**config.mk**
```make
export PLATFORM = sky130hd
export DESIGN_NAME = store_queue
export DESIGN_NICKNAME = d
export VERILOG_FILES = /design/src/rtl/store_queue.sv
export SDC_FILE = /design/constraint.sdc
export NUM_CORES = 2
export LEC_CHECK = 0
export BUFFER_PORTS_ARGS = -buffer_cell sky130_fd_sc_hd__buf_4
export CAP_MARGIN = 20
export CORE_ASPECT_RATIO = 1.2
export CORE_MARGIN = 5
export CORE_UTILIZATION = 56
export DETAILED_ROUTE_END_ITERATION = 12
export PLACE_DENSITY = 0.71
export SYNTH_ARGS = -nofsm -noshare
export SYNTH_HDL_FRONTEND = slang
export SYNTH_SLANG_ARGS = --single-unit
```
**constraint.sdc**
```tcl
create_clock -name clk -period 11.1 [get_ports clk]
set_input_delay 1.665 -clock clk [delete_from_list [all_inputs] [get_ports clk]]
set_output_delay 1.665 -clock clk [all_outputs]
set_load 0.03 [all_outputs]
```
**src/rtl/store_queue.sv**
```systemverilog
// In-order circular store queue: dispatch allocation, execute capture, ROB commit and flush,
// one-at-a-time memory drain and registered store-to-load forwarding.
module store_queue #(
   parameter  int SUPER = 2,
   parameter  int SQ_SZ = 8,
   parameter  int AW    = 32,
   parameter  int DW    = 32,
   localparam int IW    = $clog2(SQ_SZ)
) (
   input  logic                clk,
   input  logic                rst,
   input  logic [SUPER-1:0]    alloc_valid,
   output logic [SUPER*IW-1:0] alloc_idx,
   output logic                alloc_stall,
   input  logic [SUPER-1:0]    exe_valid,
   input  logic [SUPER*IW-1:0] exe_idx,
   input  logic [SUPER*AW-1:0] exe_addr,
   input  logic [SUPER*DW-1:0] exe_data,
   input  logic [SUPER-1:0]    commit_valid,
   input  logic [SUPER*IW-1:0] commit_idx,
   input  logic                inv_valid,
   input  logic [IW-1:0]       inv_idx,
   output logic                mem_wr_valid,
   output logic [AW-1:0]       mem_wr_addr,
   output logic [DW-1:0]       mem_wr_data,
   input  logic                mem_wr_ready,
   input  logic                ld_valid,
   input  logic [AW-1:0]       ld_addr,
   input  logic [IW-1:0]       ld_sq_idx,
   output logic                fwd_valid,
   output logic                fwd_hit,
   output logic [DW-1:0]       fwd_data,
   output logic                fwd_stall,
   output logic                commit_err
);
   localparam logic [IW:0]   SZ_PTR    = (IW+1)'(SQ_SZ);
   localparam logic [IW:0]   PTR_ONE   = (IW+1)'(1);
   localparam logic [AW-1:0] WORD_MASK = ~(AW'(3));

   typedef enum logic {S_IDLE = 1'b0, S_BUSY = 1'b1} drain_state_t;

   // Pointers carry a wrap bit above the entry index.
   logic [IW:0]      r_head, r_cmt, r_tail;
   logic [SQ_SZ-1:0] r_vld, r_res, r_cmtd;
   logic [AW-1:0]    r_addr [SQ_SZ];
   logic [DW-1:0]    r_data [SQ_SZ];
   drain_state_t     r_state, w_state_nxt;
   logic             r_mem_wr_valid, r_fwd_valid, r_fwd_hit, r_fwd_stall, r_commit_err;
   logic [AW-1:0]    r_mem_wr_addr;
   logic [DW-1:0]    r_mem_wr_data, r_fwd_data;

   logic [IW:0]      w_used, w_free, w_n_alloc, w_cmt_nxt, w_inv_ptr, w_kill_n;
   logic [SUPER*IW-1:0] w_alloc_idx;
   logic [SQ_SZ-1:0] w_alloc_set, w_cmt_set, w_kill;
   logic             w_alloc_stall, w_alloc_go, w_cmt_bad, w_inv_ok, w_flush, w_inv_bad;
   logic             w_drain_load, w_drain_done, w_fwd_hit, w_fwd_stall;
   logic [IW-1:0]    w_ld_range, w_j;
   logic [DW-1:0]    w_fwd_data;

   // Free space comes from registered pointers only; a same-cycle drain does not help.
   always_comb begin
      w_used      = r_tail - r_head;
      w_free      = SZ_PTR - w_used;
      w_n_alloc   = '0;
      w_alloc_idx = '0;
      for (int i = 0; i < SUPER; i++) begin
         w_alloc_idx[i*IW +: IW] = r_tail[IW-1:0] + w_n_alloc[IW-1:0];
         w_n_alloc = w_n_alloc + {{IW{1'b0}}, alloc_valid[i]};
      end
      w_alloc_stall = inv_valid || (w_n_alloc > w_free);
      w_alloc_go    = (|alloc_valid) && !w_alloc_stall;
      w_alloc_set   = '0;
      for (int i = 0; i < SUPER; i++)
         if (w_alloc_go && alloc_valid[i]) w_alloc_set[w_alloc_idx[i*IW +: IW]] = 1'b1;
   end

   // Commit lanes in order; the first mismatching lane blocks itself and every younger lane.
   always_comb begin
      w_cmt_nxt = r_cmt;
      w_cmt_set = '0;
      w_cmt_bad = 1'b0;
      for (int i = 0; i < SUPER; i++) begin
         if (commit_valid[i] && !w_cmt_bad) begin
            if (commit_idx[i*IW +: IW] == w_cmt_nxt[IW-1:0] && w_cmt_nxt != r_tail) begin
               w_cmt_set[w_cmt_nxt[IW-1:0]] = 1'b1;
               w_cmt_nxt = w_cmt_nxt + PTR_ONE;
            end else begin
               w_cmt_bad = 1'b1;
            end
         end
      end
   end

   // Flush target is rebuilt with a wrap bit so that it sits at or after the post-commit cmt.
   always_comb begin
      w_inv_ptr = {w_cmt_nxt[IW] ^ (inv_idx < w_cmt_nxt[IW-1:0]), inv_idx};
      w_inv_ok  = (w_inv_ptr - w_cmt_nxt) <= (r_tail - w_cmt_nxt);
      w_flush   = inv_valid && w_inv_ok;
      w_inv_bad = inv_valid && !w_inv_ok;
      w_kill_n  = r_tail - w_inv_ptr;
      w_kill    = '0;
      for (int j = 0; j < SQ_SZ; j++)
         w_kill[j] = w_flush && ({1'b0, IW'(j) - inv_idx} < w_kill_n);
   end

   // Drain handshake: a write is accepted on a cycle where mem_wr_valid && mem_wr_ready;
   // while valid is high and ready is low, address and data stay unchanged.
   always_comb begin
      w_state_nxt  = r_state;
      w_drain_load = 1'b0;
      w_drain_done = 1'b0;
      case (r_state)
         S_IDLE: if (r_head != r_cmt && r_res[r_head[IW-1:0]] && r_cmtd[r_head[IW-1:0]]) begin
            w_drain_load = 1'b1;
            w_state_nxt  = S_BUSY;
         end
         S_BUSY: if (r_mem_wr_valid && mem_wr_ready) begin
            w_drain_done = 1'b1;
            w_state_nxt  = S_IDLE;
         end
         default: w_state_nxt = S_IDLE;
      endcase
   end

   // Walk oldest to youngest so the last match seen is the youngest older store.
   always_comb begin
      w_ld_range  = ld_sq_idx - r_head[IW-1:0];
      w_fwd_hit   = 1'b0;
      w_fwd_stall = 1'b0;
      w_fwd_data  = '0;
      w_j         = '0;
      for (int k = 0; k < SQ_SZ; k++) begin
         w_j = r_head[IW-1:0] + IW'(k);
         if (IW'(k) < w_ld_range && r_vld[w_j]) begin
            if (!r_res[w_j]) begin
               w_fwd_stall = 1'b1;
            end else if (((r_addr[w_j] ^ ld_addr) & WORD_MASK) == '0) begin
               w_fwd_hit  = 1'b1;
               w_fwd_data = r_data[w_j];
            end
         end
      end
      if (w_fwd_stall) begin
         w_fwd_hit  = 1'b0;
         w_fwd_data = '0;
      end
   end

   always_ff @(posedge clk) begin
      if (rst) begin
         r_head       <= '0;
         r_cmt        <= '0;
         r_tail       <= '0;
         r_vld        <= '0;
         r_res        <= '0;
         r_cmtd       <= '0;
         r_commit_err <= 1'b0;
      end else begin
         r_cmt <= w_cmt_nxt;
         if (w_flush)         r_tail <= w_inv_ptr;
         else if (w_alloc_go) r_tail <= r_tail + w_n_alloc;
         if (w_drain_done)    r_head <= r_head + PTR_ONE;
         if (w_cmt_bad || w_inv_bad) r_commit_err <= 1'b1;
         for (int j = 0; j < SQ_SZ; j++) begin
            if (w_drain_done && r_head[IW-1:0] == IW'(j)) begin
               r_vld[j]  <= 1'b0;
               r_res[j]  <= 1'b0;
               r_cmtd[j] <= 1'b0;
            end
            if (w_alloc_set[j]) begin
               r_vld[j]  <= 1'b1;
               r_res[j]  <= 1'b0;
               r_cmtd[j] <= 1'b0;
            end
            for (int i = 0; i < SUPER; i++)
               if (exe_valid[i] && exe_idx[i*IW +: IW] == IW'(j) && r_vld[j]) r_res[j] <= 1'b1;
            if (w_cmt_set[j]) r_cmtd[j] <= 1'b1;
            if (w_kill[j]) begin
               r_vld[j]  <= 1'b0;
               r_res[j]  <= 1'b0;
               r_cmtd[j] <= 1'b0;
            end
         end
      end
   end

   always_ff @(posedge clk) begin
      for (int j = 0; j < SQ_SZ; j++)
         for (int i = 0; i < SUPER; i++)
            if (exe_valid[i] && exe_idx[i*IW +: IW] == IW'(j) && r_vld[j] && !w_kill[j]) begin
               r_addr[j] <= exe_addr[i*AW +: AW];
               r_data[j] <= exe_data[i*DW +: DW];
            end
   end

   always_ff @(posedge clk) begin
      if (rst) begin
         r_state        <= S_IDLE;
         r_mem_wr_valid <= 1'b0;
         r_mem_wr_addr  <= '0;
         r_mem_wr_data  <= '0;
         r_fwd_valid    <= 1'b0;
         r_fwd_hit      <= 1'b0;
         r_fwd_stall    <= 1'b0;
         r_fwd_data     <= '0;
      end else begin
         r_state <= w_state_nxt;
         if (w_drain_load) begin
            r_mem_wr_valid <= 1'b1;
            r_mem_wr_addr  <= r_addr[r_head[IW-1:0]];
            r_mem_wr_data  <= r_data[r_head[IW-1:0]];
         end else if (w_drain_done) begin
            r_mem_wr_valid <= 1'b0;
         end
         r_fwd_valid <= ld_valid;
         r_fwd_hit   <= ld_valid && w_fwd_hit;
         r_fwd_stall <= ld_valid && w_fwd_stall;
         r_fwd_data  <= ld_valid ? w_fwd_data : '0;
      end
   end

   assign alloc_idx    = w_alloc_idx;
   assign alloc_stall  = w_alloc_stall;
   assign mem_wr_valid = r_mem_wr_valid;
   assign mem_wr_addr  = r_mem_wr_addr;
   assign mem_wr_data  = r_mem_wr_data;
   assign fwd_valid    = r_fwd_valid;
   assign fwd_hit      = r_fwd_hit;
   assign fwd_stall    = r_fwd_stall;
   assign fwd_data     = r_fwd_data;
   assign commit_err   = r_commit_err;
endmodule

```
==> run summary <==
Cts hold-fix bufs = 0
Largest net degree at the start of global routing = 133
Port bufs = 294
Die X = 301 um
CP max FO = 42
Core area = 0.101 sq mm
Post-Synth Adder-Cell Area = 1.32%
Pre-CTS setup slack = 1.89 ns
HPWL Detailed = 132 mm
TritonCTS clock tree = built
Worst setup SP type = input port
PnR Total Power = 0.00625 W
Post-synthesis net count = 4811
Die height = 359 um
Comb power frac = 14.9%
CP Capture Type = register
Power Density = 100 mW/mm^2
Design Area, Final = 0.0623 sq mm
Sw Share = 27.8%
Most used flip-flop cell after synthesis = edfxtp_1
Post-synthesis xor/xnor area fraction = 3.88%
Row count = 128
Status = complete, no violations
Nets = 4836
Worst slew pin tran = 1.35 ns
Vias in the first global route = 45000
# resized after CTS = 0
Largest area contributor in the synthesized netlist = edfxtp_1
Max Clock Freq = 116 MHz
CTS sink count = 653
Post-synthesis simple-gate area fraction = 7.55%
Total Neg Setup Slack = 0 ns
Final hold violations = 0
Sequential Power Share = 43.9%
Post-synthesis cell area = 0.0570 sq mm
Synth Warn # = 0
FILL cells = 8022
Crit path arrival time = 9.01 ns
Synth unique cells = 93
GRT Total Usage = 38.3%
I/O Pins = 297
Psw = 0.00173 W
Fin crit share = 77.5%
DRC errors left = 0
Die area = 0.108 sq mm
CTS root buffer = clkbuf_16
Critical setup path kind = input port to register
GP Congestion = 1.01
Setup ws final = 2.50 ns
Skew final = 0.0360 ns
Worst min-delay path category = register to register
Yosys top cell area share = 27.0%
Compound-Gate Fraction of Synth Area = 7.70%
Synth top area cells = edfxtp_1 27%, mux4_2 24%, mux2_2 9.3%
CTS clk-pin slew, worst paths = 0.06 ns
Clock Latency Late Sink = 0.69 ns
DP Area = 0.0597 sq mm
P_int = 0.00452 W
DR vias/cell = 7.64
CTS Buf Count = 74
VDD IR max = 0.106 mV
Leakage dissipation = 21.0 nW
CP Data Required Time = 11.51 ns
Worst slew margin = 10.1%
Sequential area share after synthesis = 31.9%
Syn avg cell area = 12.5 sq um
Post-synth EDFFs = 512
Overflow after GRT = 0
Synth Register Bits = 653
First-pass DRT Iterations = 6
Clk pwr share = 41.2%
Area Overhead vs Synth = 9.38%
Main combinational cell family by area after synthesis = multiplexers
Setup-failing EPs final = 0
Maxcap violations = 0
Multiplexer share of the synthesized area = 43.2%
ANT nets after route = 0
Fin crit period = 8.60 ns
Synth Instances = 4566
DR vias = 46200
Layout cell share with drive strength beyond 1 = 35.6%
Initial antenna violation count = 41
H-tree depth = 3
Slew Viols, Final = 0
Initial DRC Count = 6540
Initial Util = 56.3%
First-pass GRT wire length = 309 mm
FFs w/ async S/R, synth = 0%
Total Wirelength = 213 mm
DR WL/cell = 35.2 um
Post-CTS Setup Bufs = 0
RSZ-0062 raised after global routing = no
Max Root-Sink Buffers = 3
## per-stage QoR
step                utilization [%]  hold WS, ns  cells
floorplan                         -        0.458   4566
global placement               59.0        0.448   5877
detailed placement             59.0        0.453   5878
CTS                            61.5        0.462   6015
global route                   61.5        0.505   6031
finish                         61.6        0.463   6051
## cell families after synthesis
logic type / after synthesis
adders and majority gates: 56
DFF: 653
AOI/OAI and AO/OA: 601
xor gates and xnor gates: 242
buffers and inverters: 488
muxes: 1641
and+or+nand+nor: 884
other: 1
## power by group through the flow
stage	clock, W	combinational, W	sequential (W)
after floorplan	0	0.000599	0.00276
after global placement	0	0.000891	0.00279
after detailed placement	0	0.000909	0.00279
after CTS	0.00259	0.000914	0.00274
after global routing	0.00270	0.00100	0.00274
final	0.00258	0.000932	0.00274
## Yosys cell counts, types with 12 or more instances
cell and number:
mux2i_1 474, buf_1 62, a22oi_1 71, nand2b_1 13, dfxtp_1 141, nor3_1 35, o22ai_1 42, mux4_2 596
and4_1 34, inv_1 42, buf_6 59, nor2b_1 31, a211oi_2 29, nand2_1 284, o21ai_0 54, clkbuf_1 163
xor2_1 93, buf_4 30, o311ai_0 24, nand3_1 77, buf_2 122, nor2_1 226, a221oi_1 32, o221ai_1 34
mux2_2 473, a21oi_1 111, nand4_1 39, a211oi_1 95, ha_1 49, and2_1 40, edfxtp_1 512, and3_1 12
mux2_1 98, xnor2_1 142, or3_1 24, nor4_1 19
## per-layer routing
metal  routed length [um]  GRT usage (%)
met3                29600           12.6
met2                95400           57.5
met4                14800           22.6
met5                  207         0.0449
met1                73200           48.6
## worst paths after layout
| path | start | slack [ns] | to | cells past startpoint |
|---|---|---|---|---|
| setup / recovery | commit_idx[2] | 2.50 | r_data[2][18]$_DFFE_PP_ | 22 |
| setup reg to reg | r_tail[2]$_SDFFE_PP0P_ | 2.83 | r_data[2][18]$_DFFE_PP_ | 21 |
| hold / removal | mem_wr_addr[19]$_SDFFE_PP0P_ | 0.46 | mem_wr_addr[19]$_SDFFE_PP0P_ | 2 |
| hold reg to reg | mem_wr_addr[19]$_SDFFE_PP0P_ | 0.46 | mem_wr_addr[19]$_SDFFE_PP0P_ | 2 |
## state kept, by name, indices dropped and copies added, names as in the netlist, 8 cells and up, named ones only
| name | flops |
|---|---|
| r_res | 8 |
| r_cmtd | 8 |
| r_addr | 256 |
| mem_wr_data | 32 |
| mem_wr_addr | 32 |
| r_data | 256 |
| fwd_data | 32 |
| r_vld | 8 |
## cells in the final DEF (no fill, tap or decap), drive strengths merged, types with 42 or more instances in the layout
cell    instances
nor2          227
nand3          77
and2           43
mux2i         474
mux4          596
o22ai          42
a22oi          71
xor2           94
mux2          571
buf           385
nand2         284
clkbuf         94
a21oi         111
inv            50
xnor2         144
ha             49
dfxtp         141
o21ai          56
edfxtp        512
a211oi        124
## layout make-up
| cell class | instances | area (sq um) | share of cell area, % |
|---|---|---|---|
| Antenna cell | 34 | 85.1 | 0.136 |
| Clock buffer | 94 | 2010 | 3.22 |
| Clock inverter | 43 | 490 | 0.787 |
| Inverter | 52 | 204 | 0.327 |
| Multi-Input combinational cell | 3425 | 36500 | 58.5 |
| Sequential cell | 653 | 18200 | 29.2 |
| Tap cell | 1365 | 1710 | 2.74 |
| Timing Repair Buffer | 385 | 3140 | 5.03 |
## worst max-delay path: stages
cell	delay, ns
buf_4	0.11
xnor2_1	0.22
nand4_2	0.30
nor2_1	0.47
o21ai_0	0.20
nor4b_1	0.19
or3_1	0.37
nor3b_1	0.67
mux2i_1	0.61
ha_1	0.35
a21o_1	0.17
a21oi_1	0.16
xnor2_1	0.15
xnor2_1	0.09
ha_1	0.32
a21oi_1	0.13
a41oi_1	0.10
nor2b_1	0.53
o21a_1	0.39
or2_4	0.88
buf_4	0.42
mux2_2	0.38
(Power assumes the default switching activity.)
